$ cat src/rtl/cache_repl_alloc_pkg.sv
// Shared definitions for the replacement-policy allocation controller: FSM state
// encoding, geometry macros and a lowest-clear-bit priority encoder.

`ifndef CS_LINES
`define CS_LINES (CACHE_SIZE / (LINE_SIZE * NUM_BANKS * NUM_WAYS))
`endif
`ifndef CS_LINE_SEL_BITS
`define CS_LINE_SEL_BITS ((`CS_LINES > 1) ? $clog2(`CS_LINES) : 1)
`endif
`ifndef CS_WAY_SEL_WIDTH
`define CS_WAY_SEL_WIDTH ((NUM_WAYS > 1) ? $clog2(NUM_WAYS) : 1)
`endif

package cache_repl_alloc_pkg;

    typedef enum logic [1:0] {
        ST_INIT    = 2'd0,
        ST_IDLE    = 2'd1,
        ST_RESOLVE = 2'd2,
        ST_RESP    = 2'd3
    } cache_repl_state_e;

    // Index of the lowest clear bit among the first n bits of v (0 if none clear).
    function automatic int first_zero(input logic [31:0] v, input int n);
        int r;
        r = 0;
        for (int i = 31; i >= 0; i--) begin
            if (i < n && !v[i]) r = i;
        end
        return r;
    endfunction

endpackage

$ cat src/rtl/cache_repl_alloc_victim_sel.sv
// Combinational victim selection: picks the way to fill and whether it needs a writeback.
// Build option CACHE_REPL_INVALID_FIRST_EN prefers the lowest-index invalid way.

module cache_repl_alloc_victim_sel
    import cache_repl_alloc_pkg::*;
#(
    parameter int NUM_WAYS = 4,
    parameter int WSW      = 2
) (
    input  logic [WSW-1:0]      repl_way,
    input  logic [NUM_WAYS-1:0] tag_valid,
    input  logic [NUM_WAYS-1:0] tag_dirty,
    output logic [WSW-1:0]      way,
    output logic                evict
);

    always_comb begin
        way = (NUM_WAYS > 1) ? repl_way : '0;
`ifdef CACHE_REPL_INVALID_FIRST_EN
        if (!(&tag_valid)) begin
            way = WSW'(first_zero(32'(tag_valid), NUM_WAYS));
        end
`endif
        // A chosen invalid way naturally yields evict=0 here.
        evict = 1'b0;
        for (int i = 0; i < NUM_WAYS; i++) begin
            if (way == WSW'(i)) evict = tag_valid[i] & tag_dirty[i];
        end
    end

endmodule

$ cat src/rtl/cache_repl_alloc.sv
// Requester-side controller for the replacement-policy interface: init sweep after
// reset/flush, then one policy read per miss allocation. Option: CACHE_REPL_INVALID_FIRST_EN.
//
// Handshakes: a request transfers on a cycle where alloc_valid && alloc_ready; a response
// transfers where rsp_valid && rsp_ready. rsp_* stay stable while rsp_valid && !rsp_ready.

module cache_repl_alloc
    import cache_repl_alloc_pkg::*;
#(
    parameter int CACHE_SIZE = 1024,
    parameter int LINE_SIZE  = 64,
    parameter int NUM_BANKS  = 1,
    parameter int NUM_WAYS   = 4,
    parameter int LINES      = `CS_LINES,
    parameter int LSB        = `CS_LINE_SEL_BITS,
    parameter int WSW        = `CS_WAY_SEL_WIDTH
) (
    input  logic                clk,
    input  logic                reset,
    input  logic                flush_req,
    output logic                init_done,
    input  logic                alloc_valid,
    input  logic [LSB-1:0]      alloc_line,
    output logic                alloc_ready,
    input  logic [NUM_WAYS-1:0] tag_valid,
    input  logic [NUM_WAYS-1:0] tag_dirty,
    output logic                repl_init,
    output logic                repl_valid,
    output logic [LSB-1:0]      repl_line,
    input  logic [WSW-1:0]      repl_way,
    output logic                rsp_valid,
    input  logic                rsp_ready,
    output logic [LSB-1:0]      rsp_line,
    output logic [WSW-1:0]      rsp_way,
    output logic                rsp_evict
);

    localparam logic [LSB-1:0] LAST_LINE = LSB'(LINES - 1);

    cache_repl_state_e state_q, state_d;
    logic [LSB-1:0] cnt_q, cnt_d;
    logic [LSB-1:0] line_q, line_d;
    logic           init_done_q, init_done_d;
    logic           rsp_valid_q, rsp_valid_d;
    logic [LSB-1:0] rsp_line_q, rsp_line_d;
    logic [WSW-1:0] rsp_way_q, rsp_way_d;
    logic           rsp_evict_q, rsp_evict_d;
    logic [WSW-1:0] sel_way;
    logic           sel_evict;

    cache_repl_alloc_victim_sel #(
        .NUM_WAYS (NUM_WAYS),
        .WSW      (WSW)
    ) u_victim_sel (
        .repl_way  (repl_way),
        .tag_valid (tag_valid),
        .tag_dirty (tag_dirty),
        .way       (sel_way),
        .evict     (sel_evict)
    );

    always_ff @(posedge clk) begin
        if (reset) begin
            state_q     <= ST_INIT;
            cnt_q       <= '0;
            line_q      <= '0;
            init_done_q <= 1'b0;
            rsp_valid_q <= 1'b0;
            rsp_line_q  <= '0;
            rsp_way_q   <= '0;
            rsp_evict_q <= 1'b0;
        end else begin
            state_q     <= state_d;
            cnt_q       <= cnt_d;
            line_q      <= line_d;
            init_done_q <= init_done_d;
            rsp_valid_q <= rsp_valid_d;
            rsp_line_q  <= rsp_line_d;
            rsp_way_q   <= rsp_way_d;
            rsp_evict_q <= rsp_evict_d;
        end
    end

    always_comb begin
        state_d     = state_q;
        cnt_d       = cnt_q;
        line_d      = line_q;
        init_done_d = init_done_q;
        rsp_valid_d = rsp_valid_q;
        rsp_line_d  = rsp_line_q;
        rsp_way_d   = rsp_way_q;
        rsp_evict_d = rsp_evict_q;
        alloc_ready = 1'b0;
        repl_valid  = 1'b0;
        repl_init   = 1'b0;

        case (state_q)
            ST_INIT: begin
                repl_init = 1'b1;
                if (cnt_q == LAST_LINE) begin
                    cnt_d       = '0;
                    init_done_d = 1'b1;
                    state_d     = ST_IDLE;
                end else begin
                    cnt_d = cnt_q + 1'b1;
                end
            end
            ST_IDLE: begin
                alloc_ready = init_done_q && !flush_req;
                if (flush_req) begin
                    init_done_d = 1'b0;
                    cnt_d       = '0;
                    state_d     = ST_INIT;
                end else if (alloc_valid && init_done_q) begin
                    repl_valid = 1'b1;
                    line_d     = alloc_line;
                    state_d    = ST_RESOLVE;
                end
            end
            ST_RESOLVE: begin
                rsp_valid_d = 1'b1;
                rsp_line_d  = line_q;
                rsp_way_d   = sel_way;
                rsp_evict_d = sel_evict;
                state_d     = ST_RESP;
            end
            ST_RESP: begin
                if (rsp_ready) begin
                    rsp_valid_d = 1'b0;
                    state_d     = ST_IDLE;
                end
            end
            default: state_d = ST_INIT;
        endcase

        // Policy strobes stay quiet while reset is held, whatever the current state.
        if (reset) begin
            alloc_ready = 1'b0;
            repl_valid  = 1'b0;
            repl_init   = 1'b0;
        end
    end

    assign repl_line = (state_q == ST_INIT) ? cnt_q : alloc_line;
    assign init_done = init_done_q;
    assign rsp_valid = rsp_valid_q;
    assign rsp_line  = rsp_line_q;
    assign rsp_way   = rsp_way_q;
    assign rsp_evict = rsp_evict_q;

endmodule

$ cat config.mk
export PLATFORM = sky130hd
export DESIGN_NAME = cache_repl_alloc
export DESIGN_NICKNAME = d
export VERILOG_FILES = /design/src/rtl/cache_repl_alloc_pkg.sv /design/src/rtl/cache_repl_alloc_victim_sel.sv /design/src/rtl/cache_repl_alloc.sv
export SDC_FILE = /design/constraint.sdc
export NUM_CORES = 1
export LEC_CHECK = 0
export CAP_MARGIN = 20
export CORE_MARGIN = 5
export CORE_UTILIZATION = 44
export CTS_BUF_LIST = sky130_fd_sc_hd__clkbuf_8
export DETAILED_ROUTE_END_ITERATION = 12
export GPL_ROUTABILITY_DRIVEN = 0
export PLACE_DENSITY = 0.81
export SLEW_MARGIN = 20
export SYNTH_ARGS = -nofsm -noshare
export SYNTH_HDL_FRONTEND = slang
export SYNTH_HIERARCHICAL = 1
export SYNTH_SLANG_ARGS = --single-unit
$ cat constraint.sdc
create_clock -name clk -period 1.89 [get_ports clk]
set_input_delay 0.378 -clock clk [delete_from_list [all_inputs] [get_ports clk]]
set_output_delay 0.378 -clock clk [all_outputs]
set_load 0.02 [all_outputs]
==> metrics <==
status completed; area of the multi-input gates 445 um^2; Stages on worst setup path 4; Crit path max-delay family buffers and inverters; Sw Pwr 0.000258 W; synth top area cells dfxtp_1, mux2i_1, ha_1; P&R area growth vs syn 59.1%; dpl cell area 1130 um^2; Port Buffers 28; fin area 1170 um^2; IO Pins 29; setup bufs post-CTS 0; first-pass GRT wire length about 3000 um; Flop pwr share 35.9%; Post-Syn Area per Cell 9.57 um^2; final HPWL from detailed placement between 1500 and 2000 um; sw frac 28.7%; Finish-stage setup viols 0; Die Y 50.9 um; clk buf depth 2; largest net degree at the start of global routing 15; total number of vias 697; row cnt 14; CP max FO 4; final slew viol count 0; Achievable Freq 541 MHz; Critical Path AT 1.47 ns; RSZ-0062 raised after global routing yes; CTS Root Cell clkbuf_8; CP endpoint kind output pin; DRC 0; fin cells about 140; clock skew 0.00445 ns; Starting Density 47.8%; Filler Cell Count 99; hold buffers post-CTS 0; max cap viols 0; Num CTS Buffers 3; WP buf/inv 2; DRT Wirelength 1880 um; post-DR wirelength/cell 13.8 um; CTS tree yes; clock share of power a little over a quarter; Worst-path clk slew about 0.05 ns; Die ar. 2590 um^2; cells after synthesis 77; placed cell count between 100 and 150; cell area after synthesis roughly 740 um^2; layout cells sized above 1 roughly a quarter; part of the cycle the worst path needs 97.8%; Syn. warnings 6; post-synthesis cell type count 23; critical path required time between 1.5 and 2 ns; Reg2Reg Depth 6; Hold Path Depth 2; Die X 50.9 um; worst skew pair latency 0.25 ns; final global-route overflow total 0; largest stage delay on the critical path 0.34 ns; storage element area 262 um^2; fin util 76.1%; Total GRT Usage 15.2%; worst slew pin tran 0.291 ns; # diodes 0; final hold vios 0; fin crit period between 1.5 and 2 ns; crit path kind reg2out; share of the synthesized area in the top cell type between 30% and 40%; vias per cell 5.13; most frequent cells in the layout clkdlybuf4s50_1, buf_4, dfxtp_1, nor2_1, mux2i_1; combinational share of power 37.1%; Pleak 0.514 nW; crit-path cells inv_1, ha_2, mux2_2, clkdlybuf4s15_2; antenna violations before repair 0; Core Box Area 1540 um^2; critical path launch point type flip-flop; Mapped Nets 101; number of global-route vias before repair 704; internal power ~0.00064 W; dominant cell type by area after synthesis dfxtp_1; minimum hold slack 0.476 ns; Max-Slew Margin vs Limit 80.6%; crit path max-delay cell type mux2_2; Iter 0 DRT Violations 3; first-pass iteration count of the detailed router 4; nets@finish 145; Worst Hold Class reg2reg; commonest non-fill, non-tap cell in the layout clkdlybuf4s50_1; PwrDens 766 nW/um^2; Max VDD drop 0.675 mV; H-tree levels 1; FF+latch count, synth 13; Final ANT Viol Nets 0; clk sink count 13; sequential area share after synthesis 35.3%
==> final timing paths <==
kind / start / slack [ns] / end
worst max-delay path: state_q[1] / 0.04 / repl_line[1]
worst min-delay path: cnt_q[1] / 0.48 / cnt_q[1]
worst max register to register: state_q[0] / 0.40 / state_q[1]
worst min register to register: cnt_q[1] / 0.48 / cnt_q[1]
==> power groups by stage <==
stage	sequential (W)	clock, W	combinational (W)
after CTS	0.000322	0.000253	0.000336
final	0.000322	0.000242	0.000334
after floorplan	0.000326	0	0.000171
after global placement	0.000325	0	0.000329
after global routing	0.000327	0.000264	0.000359
after detailed placement	0.000328	0	0.000341
==> routing by layer <==
layer | track usage, % | wire, um | up-vias
met4 | 6.38 | 32 | 0
met1 | 16.0 | 727 | 337
li1 | - | - | 344
met2 | 27.1 | 1050 | 11
met3 | 5.52 | 65 | 5
met5 | 0 | 0 | -
==> synth_stat cells, drive strengths merged <==
library cell,n
dfxtp,13
mux2i,10
nor2,9
ha,7
nor2b,6
and2,5
nand2,4
a21oi,3
inv,3
buf,2
clkbuf,2
mux2,2
nand2b,2
o21ai,2
a221o,1
mux4,1
nand4b,1
o31ai,1
or2,1
or3b,1
or4,1
==> state kept, by name, summed over array words and instances (netlist names) <==
name / flops
cnt_q: 2
line_q: 2
rsp_line: 2
rsp_way: 2
state_q: 2
init_done: 1
rsp_evict: 1
rsp_valid: 1
==> cell families after synthesis <==
family                     share of synthesized area (%)
AOI/OAI and AO/OA                                   5.77
adders and majority gates                           11.9
buffers and inverters                               4.58
DFF                                                 35.3
muxes                                               20.2
and+or+nand+nor                                     22.2
==> tightest hold or removal path: cells and delay by family, from the launching register on <==
kind            cells  cell delay [ns]
compound gates      1             0.05
flops               1             0.32
simple gates        1             0.06
==> what timing repair did <==
item,CTS,global route
gates resized for setup,12,3
cloned,0,0
endpoints found under the setup margin,5,4
==> final cells by class <==
class	instances	area share (%)
clock inverter	1	0.320
inverter	3	0.961
clock buffer	3	3.52
tap	16	1.71
timing repair buffer	43	33.2
multi-input combinational	57	38.0
sequential	13	22.3
==> per-stage QoR <==
step	power (W)	setup WS [ns]	setup TNS, ns
detailed placement	0.000668	-0.270	-0.807
CTS	0.000911	0.00556	0
global route	0.000949	-0.00957	-0.0122
floorplan	0.000497	0.418	0
global placement	0.000654	-0.236	-0.697
finish	0.000898	0.0415	0
Power figures use the tool's default switching activity.
